## src/rtl/cv32e40x_xif_offload_ctrl_if.sv

```systemverilog
// ---------------------------------------------------------------------------
// cv32e40x_xif_offload_ctrl_if
// Bundles the eXtension-interface (XIF) channels seen by the offload
// controller: issue request/response, commit and result.
//   master : core side (drives issue request, commit, result_ready)
//   slave  : coprocessor side (drives issue_ready/response, result)
// Parameters: X_ID_WIDTH (transaction id width), X_RFR_WIDTH (operand width).
// ---------------------------------------------------------------------------
interface cv32e40x_xif_offload_ctrl_if #(
    parameter int unsigned X_ID_WIDTH  = 4,
    parameter int unsigned X_RFR_WIDTH = 32
);
    // issue channel
    logic                     issue_valid;
    logic                     issue_ready;
    logic [31:0]              issue_instr;
    logic [X_ID_WIDTH-1:0]    issue_id;
    logic [2*X_RFR_WIDTH-1:0] issue_rs;
    logic [1:0]               issue_rs_valid;
    logic                     issue_accept;
    logic                     issue_wb;
    // commit channel
    logic                     commit_valid;
    logic [X_ID_WIDTH-1:0]    commit_id;
    logic                     commit_kill;
    // result channel
    logic                     result_valid;
    logic                     result_ready;
    logic [X_ID_WIDTH-1:0]    result_id;
    logic [4:0]               result_rd;
    logic [X_RFR_WIDTH-1:0]   result_data;
    logic                     result_we;

    modport master (
        output issue_valid, issue_instr, issue_id, issue_rs, issue_rs_valid,
        input  issue_ready, issue_accept, issue_wb,
        output commit_valid, commit_id, commit_kill,
        input  result_valid, result_id, result_rd, result_data, result_we,
        output result_ready
    );

    modport slave (
        input  issue_valid, issue_instr, issue_id, issue_rs, issue_rs_valid,
        output issue_ready, issue_accept, issue_wb,
        input  commit_valid, commit_id, commit_kill,
        output result_valid, result_id, result_rd, result_data, result_we,
        input  result_ready
    );
endinterface

```

## src/rtl/cv32e40x_xif_offload_ctrl.sv

```systemverilog
// ---------------------------------------------------------------------------
// cv32e40x_xif_offload_ctrl
// Core-side XIF initiator. Takes an offloaded instruction from the pipeline,
// issues it to the coprocessor, sends the commit/kill decision, tracks ids
// that still owe a result and forwards results to the register file through
// a one-entry buffer.
// Ports:
//   clk_i, rst_n            clock, asynchronous active-low reset
//   off_*                   pipeline offer (valid/ready, instr, rs1, rs2)
//   cmt_valid_i/cmt_kill_i  pipeline commit decision while in COMMIT
//   xif (master)            XIF issue/commit/result channels
//   wb_*                    register-file writeback handshake
//   illegal_o, err_o        one-cycle pulses: rejected instr / stray result
//   timeout_o               one-cycle pulse on issue watchdog expiry
// Optional feature: define XIF_OFFLOAD_TIMEOUT_EN to enable the issue
// watchdog (TIMEOUT_CYCLES); otherwise ISSUE waits forever, timeout_o = 0.
// ---------------------------------------------------------------------------
module cv32e40x_xif_offload_ctrl #(
    parameter int unsigned X_ID_WIDTH      = 4,
    parameter int unsigned X_RFR_WIDTH     = 32,
    parameter int unsigned MAX_OUTSTANDING = 2,
    parameter int unsigned TIMEOUT_CYCLES  = 64
) (
    input  logic                   clk_i,
    input  logic                   rst_n,
    input  logic                   off_valid_i,
    output logic                   off_ready_o,
    input  logic [31:0]            off_instr_i,
    input  logic [X_RFR_WIDTH-1:0] off_rs1_i,
    input  logic [X_RFR_WIDTH-1:0] off_rs2_i,
    input  logic                   cmt_valid_i,
    input  logic                   cmt_kill_i,
    cv32e40x_xif_offload_ctrl_if.master xif,
    output logic                   wb_valid_o,
    input  logic                   wb_ready_i,
    output logic [4:0]             wb_rd_o,
    output logic [X_RFR_WIDTH-1:0] wb_data_o,
    output logic                   illegal_o,
    output logic                   err_o,
    output logic                   timeout_o
);
    localparam int unsigned NUM_IDS = 1 << X_ID_WIDTH;
    localparam int unsigned CNT_W   = $clog2(NUM_IDS + 1);
    localparam logic [CNT_W-1:0]      MAX_OUT_C = CNT_W'(MAX_OUTSTANDING);
    localparam logic [NUM_IDS-1:0]    ONE_HOT_C = NUM_IDS'(1);
    localparam logic [X_ID_WIDTH-1:0] ID_ONE_C  = X_ID_WIDTH'(1);

    typedef enum logic [1:0] {
        IDLE   = 2'd0,
        ISSUE  = 2'd1,
        COMMIT = 2'd2
    } state_e;

    // Population count of the pending table.
    function automatic logic [CNT_W-1:0] count_ones(input logic [NUM_IDS-1:0] v);
        logic [CNT_W-1:0] c;
        c = '0;
        for (int i = 0; i < NUM_IDS; i++) begin
            c = c + CNT_W'(v[i]);
        end
        return c;
    endfunction

    state_e                 state_q;
    logic [X_ID_WIDTH-1:0]  next_id_q;
    logic [X_ID_WIDTH-1:0]  issued_id_q;
    logic [31:0]            instr_q;
    logic [X_RFR_WIDTH-1:0] rs1_q;
    logic [X_RFR_WIDTH-1:0] rs2_q;
    logic                   accept_q;
    logic                   wb_q;
    logic [NUM_IDS-1:0]     pending_q;
    logic [NUM_IDS-1:0]     pending_d;
    logic                   buf_valid_q;
    logic [4:0]             buf_rd_q;
    logic [X_RFR_WIDTH-1:0] buf_data_q;

    logic [CNT_W-1:0]       pending_cnt_s;
    logic                   off_ready_s;
    logic                   off_hs_s;
    logic                   issue_hs_s;
    logic                   commit_fire_s;
    logic                   commit_kill_s;
    logic                   pend_set_s;
    logic                   result_ready_s;
    logic                   res_hs_s;
    logic                   res_hit_s;
    logic                   buf_load_s;
    logic                   timeout_s;
    logic [NUM_IDS-1:0]     set_mask_s;
    logic [NUM_IDS-1:0]     clr_mask_s;

    assign pending_cnt_s = count_ones(pending_q);
    // The id about to be issued must not still owe a result, or results
    // for two different instructions would alias.
    assign off_ready_s   = (state_q == IDLE) && (pending_cnt_s < MAX_OUT_C)
                           && !pending_q[next_id_q];
    assign off_hs_s      = off_ready_s && off_valid_i;
    assign issue_hs_s    = (state_q == ISSUE) && xif.issue_ready;
    // A rejected instruction is killed without waiting for the pipeline.
    assign commit_fire_s = (state_q == COMMIT) && (!accept_q || cmt_valid_i);
    assign commit_kill_s = !accept_q || cmt_kill_i;
    assign pend_set_s    = commit_fire_s && !commit_kill_s && wb_q;

    assign result_ready_s = !buf_valid_q || wb_ready_i;
    assign res_hs_s       = xif.result_valid && result_ready_s;
    // pending_q still holds the pre-commit value, so a result racing its own
    // commit is seen as non-pending and flagged.
    assign res_hit_s      = pending_q[xif.result_id];
    assign buf_load_s     = res_hs_s && res_hit_s && xif.result_we;

    // Clear is applied before set, so a same-cycle commit of the same id keeps it pending.
    assign clr_mask_s = res_hs_s   ? (ONE_HOT_C << xif.result_id) : '0;
    assign set_mask_s = pend_set_s ? (ONE_HOT_C << issued_id_q)   : '0;
    assign pending_d  = (pending_q & ~clr_mask_s) | set_mask_s;

`ifdef XIF_OFFLOAD_TIMEOUT_EN
    localparam int unsigned TO_W = $clog2(TIMEOUT_CYCLES + 1);
    localparam logic [TO_W-1:0] TO_LAST_C = TO_W'(TIMEOUT_CYCLES - 1);
    logic [TO_W-1:0] to_cnt_q;

    // Expires in the TIMEOUT_CYCLES-th ISSUE cycle without issue_ready.
    assign timeout_s = (state_q == ISSUE) && !xif.issue_ready && (to_cnt_q == TO_LAST_C);

    // Watchdog counter: counts ISSUE cycles, cleared everywhere else.
    always_ff @(posedge clk_i or negedge rst_n) begin
        if (!rst_n) begin
            to_cnt_q <= '0;
        end else if ((state_q == ISSUE) && !issue_hs_s && !timeout_s) begin
            to_cnt_q <= to_cnt_q + TO_W'(1);
        end else begin
            to_cnt_q <= '0;
        end
    end
`else
    assign timeout_s = 1'b0;
`endif

    // Offload FSM, id allocation, pending table and writeback buffer.
    always_ff @(posedge clk_i or negedge rst_n) begin
        if (!rst_n) begin
            state_q     <= IDLE;
            next_id_q   <= '0;
            issued_id_q <= '0;
            instr_q     <= 32'h0000_0000;
            rs1_q       <= '0;
            rs2_q       <= '0;
            accept_q    <= 1'b0;
            wb_q        <= 1'b0;
            pending_q   <= '0;
            buf_valid_q <= 1'b0;
            buf_rd_q    <= 5'd0;
            buf_data_q  <= '0;
        end else begin
            pending_q <= pending_d;

            if (buf_load_s) begin
                buf_valid_q <= 1'b1;
                buf_rd_q    <= xif.result_rd;
                buf_data_q  <= xif.result_data;
            end else if (wb_ready_i) begin
                buf_valid_q <= 1'b0;
            end else begin
                buf_valid_q <= buf_valid_q;
            end

            case (state_q)
                IDLE: begin
                    if (off_hs_s) begin
                        instr_q <= off_instr_i;
                        rs1_q   <= off_rs1_i;
                        rs2_q   <= off_rs2_i;
                        state_q <= ISSUE;
                    end else begin
                        state_q <= IDLE;
                    end
                end
                ISSUE: begin
                    if (issue_hs_s) begin
                        accept_q    <= xif.issue_accept;
                        wb_q        <= xif.issue_wb;
                        issued_id_q <= next_id_q;
                        next_id_q   <= next_id_q + ID_ONE_C;
                        state_q     <= COMMIT;
                    end
`ifdef XIF_OFFLOAD_TIMEOUT_EN
                    else if (timeout_s) begin
                        state_q <= IDLE;
                    end
`endif
                    else begin
                        state_q <= ISSUE;
                    end
                end
                COMMIT: begin
                    if (commit_fire_s) begin
                        state_q <= IDLE;
                    end else begin
                        state_q <= COMMIT;
                    end
                end
                default: begin
                    state_q <= IDLE;
                end
            endcase
        end
    end

    assign off_ready_o        = off_ready_s;
    assign xif.issue_valid    = (state_q == ISSUE);
    assign xif.issue_instr    = instr_q;
    assign xif.issue_id       = next_id_q;
    assign xif.issue_rs       = {rs2_q, rs1_q};
    assign xif.issue_rs_valid = (state_q == ISSUE) ? 2'b11 : 2'b00;
    assign xif.commit_valid   = commit_fire_s;
    assign xif.commit_id      = issued_id_q;
    assign xif.commit_kill    = commit_kill_s;
    assign xif.result_ready   = result_ready_s;
    assign wb_valid_o         = buf_valid_q;
    assign wb_rd_o            = buf_rd_q;
    assign wb_data_o          = buf_data_q;
    assign illegal_o          = (issue_hs_s && !xif.issue_accept) || timeout_s;
    assign err_o              = res_hs_s && !res_hit_s;
    assign timeout_o          = timeout_s;

endmodule

```

## src/flat_wrapper.sv

```systemverilog
// flat-port wrapper written by rule: the top's interface ports become plain ports
module cv32e40x_xif_offload_ctrl_flat 
#(
    parameter int unsigned X_ID_WIDTH      = 4,
    parameter int unsigned X_RFR_WIDTH     = 32,
    parameter int unsigned MAX_OUTSTANDING = 2,
    parameter int unsigned TIMEOUT_CYCLES  = 64
)
  (clk_i, rst_n, off_valid_i, off_ready_o, off_instr_i, off_rs1_i, off_rs2_i, cmt_valid_i, cmt_kill_i, wb_valid_o, wb_ready_i, wb_rd_o, wb_data_o, illegal_o, err_o, timeout_o, xif_issue_valid, xif_issue_instr, xif_issue_id, xif_issue_rs, xif_issue_rs_valid, xif_issue_ready, xif_issue_accept, xif_issue_wb, xif_commit_valid, xif_commit_id, xif_commit_kill, xif_result_valid, xif_result_id, xif_result_rd, xif_result_data, xif_result_we, xif_result_ready);
  cv32e40x_xif_offload_ctrl_if #(.X_ID_WIDTH(X_ID_WIDTH), .X_RFR_WIDTH(X_RFR_WIDTH)) xif_i ();
  input  logic clk_i;
  input  logic rst_n;
  input  logic off_valid_i;
  output logic off_ready_o;
  input  logic [31:0] off_instr_i;
  input  logic [X_RFR_WIDTH-1:0] off_rs1_i;
  input  logic [X_RFR_WIDTH-1:0] off_rs2_i;
  input  logic cmt_valid_i;
  input  logic cmt_kill_i;
  output logic wb_valid_o;
  input  logic wb_ready_i;
  output logic [4:0] wb_rd_o;
  output logic [X_RFR_WIDTH-1:0] wb_data_o;
  output logic illegal_o;
  output logic err_o;
  output logic timeout_o;
  output wire logic [$bits(xif_i.issue_valid)-1:0] xif_issue_valid;
  output wire logic [$bits(xif_i.issue_instr)-1:0] xif_issue_instr;
  output wire logic [$bits(xif_i.issue_id)-1:0] xif_issue_id;
  output wire logic [$bits(xif_i.issue_rs)-1:0] xif_issue_rs;
  output wire logic [$bits(xif_i.issue_rs_valid)-1:0] xif_issue_rs_valid;
  input wire logic [$bits(xif_i.issue_ready)-1:0] xif_issue_ready;
  input wire logic [$bits(xif_i.issue_accept)-1:0] xif_issue_accept;
  input wire logic [$bits(xif_i.issue_wb)-1:0] xif_issue_wb;
  output wire logic [$bits(xif_i.commit_valid)-1:0] xif_commit_valid;
  output wire logic [$bits(xif_i.commit_id)-1:0] xif_commit_id;
  output wire logic [$bits(xif_i.commit_kill)-1:0] xif_commit_kill;
  input wire logic [$bits(xif_i.result_valid)-1:0] xif_result_valid;
  input wire logic [$bits(xif_i.result_id)-1:0] xif_result_id;
  input wire logic [$bits(xif_i.result_rd)-1:0] xif_result_rd;
  input wire logic [$bits(xif_i.result_data)-1:0] xif_result_data;
  input wire logic [$bits(xif_i.result_we)-1:0] xif_result_we;
  output wire logic [$bits(xif_i.result_ready)-1:0] xif_result_ready;
  assign xif_issue_valid = xif_i.issue_valid;
  assign xif_issue_instr = xif_i.issue_instr;
  assign xif_issue_id = xif_i.issue_id;
  assign xif_issue_rs = xif_i.issue_rs;
  assign xif_issue_rs_valid = xif_i.issue_rs_valid;
  assign xif_i.issue_ready = xif_issue_ready;
  assign xif_i.issue_accept = xif_issue_accept;
  assign xif_i.issue_wb = xif_issue_wb;
  assign xif_commit_valid = xif_i.commit_valid;
  assign xif_commit_id = xif_i.commit_id;
  assign xif_commit_kill = xif_i.commit_kill;
  assign xif_i.result_valid = xif_result_valid;
  assign xif_i.result_id = xif_result_id;
  assign xif_i.result_rd = xif_result_rd;
  assign xif_i.result_data = xif_result_data;
  assign xif_i.result_we = xif_result_we;
  assign xif_result_ready = xif_i.result_ready;
  cv32e40x_xif_offload_ctrl #(.X_ID_WIDTH(X_ID_WIDTH), .X_RFR_WIDTH(X_RFR_WIDTH), .MAX_OUTSTANDING(MAX_OUTSTANDING), .TIMEOUT_CYCLES(TIMEOUT_CYCLES)) u_core (.clk_i(clk_i), .rst_n(rst_n), .off_valid_i(off_valid_i), .off_ready_o(off_ready_o), .off_instr_i(off_instr_i), .off_rs1_i(off_rs1_i), .off_rs2_i(off_rs2_i), .cmt_valid_i(cmt_valid_i), .cmt_kill_i(cmt_kill_i), .xif(xif_i), .wb_valid_o(wb_valid_o), .wb_ready_i(wb_ready_i), .wb_rd_o(wb_rd_o), .wb_data_o(wb_data_o), .illegal_o(illegal_o), .err_o(err_o), .timeout_o(timeout_o));
endmodule
```

## config.mk

```make
export PLATFORM = sky130hd
export DESIGN_NAME = cv32e40x_xif_offload_ctrl_flat
export DESIGN_NICKNAME = d
export VERILOG_FILES = /design/src/rtl/cv32e40x_xif_offload_ctrl_if.sv /design/src/rtl/cv32e40x_xif_offload_ctrl.sv /design/src/flat_wrapper.sv
export SDC_FILE = /design/constraint.sdc
export NUM_CORES = 1
export LEC_CHECK = 0
export ABC_AREA = 1
export ABC_CLOCK_PERIOD_IN_PS = 15820
export BUFFER_PORTS_ARGS = -buffer_cell sky130_fd_sc_hd__buf_2
export CAP_MARGIN = 20
export CORE_ASPECT_RATIO = 1.75
export CORE_MARGIN = 8
export CORE_UTILIZATION = 52
export CTS_CLUSTER_SIZE = 20
export DETAILED_ROUTE_END_ITERATION = 12
export HOLD_SLACK_MARGIN = 0.03
export PLACE_DENSITY = 0.86
export SKIP_CTS_REPAIR_TIMING = 1
export SLEW_MARGIN = 25
export SYNTH_ARGS = -nofsm -noshare
export SYNTH_HDL_FRONTEND = slang
export SYNTH_SLANG_ARGS = --single-unit
export TNS_END_PERCENT = 50
```

## constraint.sdc

```tcl
create_clock -name clk_i -period 15.82 [get_ports clk_i]
set_input_delay 2.373 -clock clk_i [delete_from_list [all_inputs] [get_ports clk_i]]
set_output_delay 2.373 -clock clk_i [all_outputs]
set_load 0.01 [all_outputs]
```

==> results of run 1 <==
how the worst min path moves through the flow:
stage | startpoint | endpoint
3_3_place_gp | u_core.wb_data_o[15]$_DFFE_PN0P_ | u_core.wb_data_o[15]$_DFFE_PN0P_
2_1_floorplan | u_core.pending_q[11]$_DFF_PN0_ | u_core.pending_q[11]$_DFF_PN0_
4_1_cts | u_core.wb_data_o[31]$_DFFE_PN0P_ | u_core.wb_data_o[31]$_DFFE_PN0P_
6_report | u_core.wb_data_o[17]$_DFFE_PN0P_ | u_core.wb_data_o[17]$_DFFE_PN0P_
3_5_place_dp | u_core.wb_data_o[31]$_DFFE_PN0P_ | u_core.wb_data_o[31]$_DFFE_PN0P_
5_1_grt | u_core.xif.issue_instr[14]$_DFFE_PN0P_ | u_core.xif.issue_instr[14]$_DFFE_PN0P_
per-stage QoR:
step	util, %	area (um2)	total power [W]	cells
2_1_floorplan	-	7240	0.00118	835
3_3_place_gp	63.3	8720	0.00145	1269
3_5_place_dp	63.3	8720	0.00148	1269
4_1_cts	67.6	9310	0.00190	1301
5_1_grt	67.8	9340	0.00201	1302
6_report	67.8	9340	0.00188	1303
state kept, by name, indices dropped and copies added, names as in the netlist:
register                cells
u_core.wb_data_o           32
u_core.wb_q                 1
u_core.wb_valid_o           1
u_core.pending_q           16
u_core.accept_q             1
u_core.rs1_q               32
u_core.xif.issue_instr     32
u_core.rs2_q               32
u_core.wb_rd_o              5
u_core.xif.issue_id         4
u_core.state_q              2
u_core.xif.commit_id        4
cells in the final DEF, fill, tap and decap left out, drive strengths merged, types with 2 or more instances in the layout:
cell type,n
dfrtp,162
fa,9
nor2,23
a21oi,8
clkinv,3
ha,7
clkinvlp,4
clkbuf,18
o21ai,38
nand3,154
nand2,314
inv,55
or2,2
nand4,10
xor2,3
buf,307
layer usage:
layer  vias to the layer above  global-route usage, %  part of all wire [%]
met5                         -                      0                 0.054
met4                         2                   15.9                   5.0
met3                        77                   7.13                   7.4
met2                       344                   43.7                    52
met1                      3268                   28.0                    35
li1                       3221                      -                     -
worst min-delay path, cell delays in order (launching register included):
cell and delay [ns]:
dfrtp_1 0.34, nand2_1 0.05, nand2_1 0.05
where the power goes:
part	internal (W)	total, W	switching [W]	leakage, nW
clock network	0.000226	0.000407	0.000181	0.277
registers	0.000584	0.000695	0.000111	2.04
logic	0.000273	0.000780	0.000507	3.01
Yosys cell counts, types with 2 or more instances:
| cell type | count | share of area [%] |
|---|---|---|
| a21oi_1 | 8 | 0.55 |
| buf_2 | 9 | 0.62 |
| buf_4 | 8 | 0.83 |
| buf_6 | 11 | 1.7 |
| clkbuf_1 | 20 | 1.0 |
| dfrtp_1 | 162 | 56 |
| fa_1 | 9 | 2.5 |
| ha_1 | 7 | 1.2 |
| inv_1 | 48 | 2.5 |
| nand2_1 | 314 | 16 |
| nand3_1 | 154 | 11 |
| nand4_1 | 10 | 0.86 |
| nor2_1 | 21 | 1.1 |
| o21ai_0 | 38 | 2.6 |
| or2_2 | 2 | 0.17 |
| xor2_1 | 3 | 0.36 |
logic make-up after synthesis:
| group | synth area share (%) |
|---|---|
| AO/OA/AOI/OAI | 3.49 |
| adder cells (fa/ha/maj) | 3.70 |
| buffers and inverters | 6.82 |
| flip-flops | 56.0 |
| other | 0.0518 |
| multiplexers | 0.155 |
| AND/OR/NAND/NOR | 29.4 |
| XOR/XNOR | 0.363 |
final cells by class:
class                      count  area [um2]
sequential                   162        4050
multi-input combinational    575        2700
inverter                      49         186
timing repair buffer         307        1590
fill                        1118        4430
clock inverter                14         148
clock buffer                  18         439
tap                          177         221
antenna                        1        2.50
==> flow_metrics.py, run 1 <==
metrics = {
    "routing": {
        "wl_um": 23900,
        "drc_errors": 0,
        "num_vias": 6912,
        "wl_per_cell_um": 18.3,
        "ant_nets": 0,
        "dr.pass1.iters": 5,
        "drt_iter0_drc": 432,
        "vias_per_cell": 5.30,
    },
    "critical_path": {
        "arrival_ns": 5.01,
        "critical_path_depth": 19,
        "r2r-end": "u_core.rs1_q[1]$_DFFE_PN0P_",
        "crit_type": "register to output pin",
        "critPathTopFamily": "adder cells",
        "crit_chain": "ha_1, inv_1, fa_1, fa_1, fa_1, fa_1, inv_1, ha_1, nand2_1, nand2_1, inv_1, fa_1, inv_1, nor2_1, nand3_1, a21oi_1, nand2_1, nor2_4, buf_2",
        "crit_buf_inv": 5,
        "critPathRequiredTime_ns": 13.45,
        "r2r_cells": 21,
        "critical_path.slowest_cell": "fa_1",
        "slowest_delay_ns": 0.57,
        "cp_max_fo": 5,
        "r2r_slack_ns": 10.14,
        "critPathLaunchType": "register",
        "endpoint_kind": "output pin",
        "cp-endpoint": "off_ready_o",
        "critPathMostFrequentCell": "fa_1",
        "setup.worst_path.start": "u_core.pending_q[0]$_DFF_PN0_",
        "worst_r2r_startpoint": "u_core.pending_q[0]$_DFF_PN0_",
    },
    "sta": {
        "setup_ws_ns": 8.43,
        "setup-tns-final_ns": 0,
        "period_share_pct": 46.7,
        "finalClockSkew_ns": 0.0133,
        "finalHoldWorstSlack_ns": 0.473,
        "tightestPinTransition_ns": 0.954,
        "timing.final.hold_violations": 0,
        "setup-violations-final": 0,
        "drv_slew": 0,
        "max_slew_margin_pct": 36.4,
        "period_minus_slack_ns": 7.39,
        "rsz0062_at_grt": "no",
        "max_freq_mhz": 135,
    },
    "clock_network": {
        "clock_latency_ns": 0.41,
        "cts_buffer_depth": 2,
        "clock_sinks": 162,
        "tritoncts": "done",
        "numCtsBuffers": 17,
        "cts_root_buffer": "clkbuf_16",
        "cts.clk_slew.worst_paths_ns": 0.07,
        "cts_max_level": 4,
    },
    "synthesis": {
        "synth_cells": 835,
        "ys_types": 27,
        "yosys_most_used_dff": "dfrtp_1",
        "synthArstFlopShare_pct": 100,
        "syn_avg_cell_area_um2": 8.67,
        "synth-edff-count": 0,
        "seq_area_frac_synth_pct": 56.0,
        "ys_ff_latch": 162,
        "syn-cell-area_um2": 7240,
        "syn-num-nets": 999,
        "yosysWarnings": 0,
    },
    "layout": {
        "drive_gt1_share_pct": 30.8,
        "nets": 1276,
        "area_growth_pct": 29.0,
    },
    "global_route": {
        "grt_pass1_wl_um": 36700,
        "antenna_found_initial": 2,
        "grt_pass1_vias": 7147,
        "grt_max_degree": 99,
        "grt_usage_pct": 25.8,
        "gr-total-overflow": 0,
    },
    "worst_hold_path": {
        "min_path_cells": 2,
        "hp-class": "register to register",
    },
    "placement": {
        "post-dp-hpwl_um": 17600,
        "gp_congestion": 0.922,
        "place.port_buffers": 298,
        "detailedPlace.worstSlack_ns": 8.83,
    },
    "floorplan": {
        "die_area_um2": 18100,
        "num_rows": 57,
        "design.core.area_um2": 13800,
        "die_w_um": 105,
        "chipHeight_um": 172,
        "start_util_pct": 52.6,
        "ioPinCount": 300,
    },
    "run": {
        "drv_cap": 0,
    },
    "power_and_ir_drop": {
        "p_per_area_nw_per_um2": 202,
        "ir_drop_mv": 0.163,
        "p_leak_nw": 5.32,
    },
    "run_status": {
        "status": "finished clean",
    },
}
Power figures use the tool's default switching activity.
==> run 2: changes to the inputs <==
--- a/config.mk
+++ b/config.mk
@@ -6,16 +6,16 @@
 export NUM_CORES = 1
 export LEC_CHECK = 0
 export ABC_AREA = 1
-export ABC_CLOCK_PERIOD_IN_PS = 15820
+export ABC_CLOCK_PERIOD_IN_PS = 7700
 export BUFFER_PORTS_ARGS = -buffer_cell sky130_fd_sc_hd__buf_2
 export CAP_MARGIN = 20
 export CORE_ASPECT_RATIO = 1.75
 export CORE_MARGIN = 8
-export CORE_UTILIZATION = 52
+export CORE_UTILIZATION = 48
 export CTS_CLUSTER_SIZE = 20
 export DETAILED_ROUTE_END_ITERATION = 12
 export HOLD_SLACK_MARGIN = 0.03
-export PLACE_DENSITY = 0.86
+export PLACE_DENSITY = 0.8
 export SKIP_CTS_REPAIR_TIMING = 1
 export SLEW_MARGIN = 25
 export SYNTH_ARGS = -nofsm -noshare
==> constraint.sdc (replaced) <==
create_clock -name clk_i -period 7.7 [get_ports clk_i]
set_input_delay 1.155 -clock clk_i [delete_from_list [all_inputs] [get_ports clk_i]]
set_output_delay 1.155 -clock clk_i [all_outputs]
set_load 0.01 [all_outputs]
==> run 2 against run 1 <==
Compared with the run above:
- combinational power up 100%
- cell count up 0.38%
- sequential share of layout area about the same
- die area up 7.3%
- sequential power up 100%
- sequential cell count unchanged
- worst hold slack worse by 0.0046 ns
- largest power group unchanged
- via count down 1.2%
- global-route usage down 1.6 points
==> flow_metrics.py, run 2 (synthesized netlist as in run 1, its figures left out) <==
metrics = {
    "floorplan": {
        "die_w_um": 109,
        "start_util_pct": 48.8,
        "num_rows": 59,
        "die_area_um2": 19400,
        "chipHeight_um": 178,
        "design.core.area_um2": 14800,
        "ioPinCount": 300,
    },
    "sta": {
        "max_freq_mhz": 166,
        "setup-tns-final_ns": 0,
        "rsz0062_at_grt": "no",
        "max_slew_margin_pct": 46.2,
        "setup-violations-final": 0,
        "tightestPinTransition_ns": 0.808,
        "setup_ws_ns": 1.69,
        "drv_slew": 0,
        "period_share_pct": 78.1,
        "finalHoldWorstSlack_ns": 0.468,
        "timing.final.hold_violations": 0,
        "period_minus_slack_ns": 6.01,
        "finalClockSkew_ns": 0.0191,
    },
    "layout": {
        "multi_input_area_um2": 2700,
        "most-common-layout-cells": "314 x nand2_1, 296 x buf_2, 162 x dfrtp_1",
        "final_util_pct": 62.9,
        "area_growth_pct": 28.9,
        "n_antenna_cell": 0,
        "final_area_um2": 9330,
        "nets": 1276,
        "seqCellArea_um2": 4050,
        "drive_gt1_share_pct": 30.7,
        "final.fill_count": 1336,
        "final_common_cell": "nand2_1",
    },
    "global_route": {
        "grt_usage_pct": 24.2,
        "gr-total-overflow": 0,
        "antenna_found_initial": 3,
        "grt_max_degree": 98,
        "grt_pass1_wl_um": 36500,
        "grt_pass1_vias": 6983,
    },
    "clock_network": {
        "numCtsBuffers": 17,
        "clock_latency_ns": 0.42,
        "clock_sinks": 162,
        "cts.clk_slew.worst_paths_ns": 0.07,
        "cts_root_buffer": "clkbuf_16",
        "cts_max_level": 4,
        "cts_buffer_depth": 2,
        "tritoncts": "done",
    },
    "critical_path": {
        "endpoint_kind": "output pin",
        "critPathMostFrequentCell": "fa_1",
        "setup.worst_path.start": "u_core.pending_q[0]$_DFF_PN0_",
        "critPathLaunchType": "register",
        "arrival_ns": 4.86,
        "critPathTopFamily": "adder cells",
        "crit_type": "register to output pin",
        "worst_r2r_startpoint": "u_core.pending_q[0]$_DFF_PN0_",
        "cp_max_fo": 3,
        "critPathRequiredTime_ns": 6.55,
        "crit_chain": "ha_1, inv_1, fa_1, fa_1, fa_1, fa_1, inv_1, ha_1, nand2_1, nand2_1, inv_1, fa_1, inv_1, nor2_1, nand3_1, a21oi_1, nand2_1, nor2_4, buf_2",
        "crit_buf_inv": 5,
        "slowest_delay_ns": 0.56,
        "critical_path.slowest_cell": "fa_1",
    },
    "power_and_ir_drop": {
        "p_sw_w": 0.00164,
        "combPwrFrac_pct": 41.1,
        "p_per_area_nw_per_um2": 414,
        "p_clk_share_pct": 22.2,
        "intPower_w": 0.00223,
        "p_seq_share_pct": 36.8,
        "p_leak_nw": 5.32,
        "ir_drop_mv": 0.227,
        "switching_share_pct": 42.4,
    },
    "run": {
        "drv_cap": 0,
    },
    "placement": {
        "gp_congestion": 0.980,
        "place.port_buffers": 298,
        "post-dp-hpwl_um": 17300,
        "detailedPlace.worstSlack_ns": 2.09,
        "place_area_um2": 8730,
    },
    "routing": {
        "num_vias": 6831,
        "vias_per_cell": 5.22,
        "wl_per_cell_um": 17.9,
        "ant_nets": 0,
        "drc_errors": 0,
        "drt_iter0_drc": 372,
        "wl_um": 23400,
        "dr.pass1.iters": 5,
    },
    "worst_hold_path": {
        "hp-start": "u_core.wb_data_o[10]$_DFFE_PN0P_",
        "hp-class": "register to register",
    },
    "run_status": {
        "status": "finished clean",
    },
}
==> run 2: cell types whose count changed in the layout (fill, tap and decap cells not counted) <==
| cell | delta |
|---|---|
| buf_16 | -1 |
| clkinvlp_4 | -2 |
| clkbuf_1 | +1 |
| diode_2 | -1 |
| buf_6 | +1 |
| inv_8 | +3 |
| clkbuf_8 | -1 |
| clkinv_2 | -1 |
==> run 2: path summary, 6_finish.rpt <==
path | to | slack [ns] | cells after the start
setup / recovery | off_ready_o | 1.69 | 19
hold / removal | u_core.wb_data_o[10]$_DFFE_PN0P_ | 0.47 | 2
setup reg to reg | u_core.rs1_q[31]$_DFFE_PN0P_ | 2.12 | 22
hold reg to reg | u_core.wb_data_o[10]$_DFFE_PN0P_ | 0.47 | 2
max in group asynchronous | u_core.rs2_q[22]$_DFFE_PN0P_ | 5.72 | 2
min in group asynchronous | u_core.accept_q$_DFFE_PN0P_ | 0.76 | 1
==> run 2: stage by stage <==
step	total power (W)	std cells
after global routing	0.00416	1308
after CTS	0.00390	1308
after floorplan	0.00242	835
final	0.00386	1308
after detailed placement	0.00303	1276
after global placement	0.00300	1276
==> run 2: power by group through the flow <==
stage | Clock (W) | Sequential [W] | Combinational, W
finish | 0.000856 | 0.00142 | 0.00159
global placement | 0 | 0.00142 | 0.00157
detailed placement | 0 | 0.00142 | 0.00161
global route | 0.000906 | 0.00147 | 0.00178
CTS | 0.000873 | 0.00142 | 0.00161
floorplan | 0 | 0.00155 | 0.000873
==> run 2: final cells by class <==
| type | count | share of cell area [%] |
|---|---|---|
| multi-input combinational | 575 | 28.9 |
| timing repair buffer | 307 | 16.9 |
| clock buffer | 18 | 4.60 |
| clock inverter | 14 | 1.73 |
| tap | 183 | 2.45 |
| inverter | 49 | 2.00 |
| sequential | 162 | 43.4 |
==> run 2: tightest hold or removal path: stages (launching register included) <==
cell and delay [ns]:
dfrtp_1 0.34, nand2_1 0.05, nand2_1 0.04
==> run 2: metal layers <==
layer | vias to the layer above | global-route usage [%] | share of wire, %
li1 | 3228 | - | -
met1 | 3243 | 26.9 | 36
met2 | 291 | 41.4 | 52
met3 | 63 | 6.44 | 7.1
met4 | 6 | 11.9 | 3.9
met5 | - | 0 | 0.14
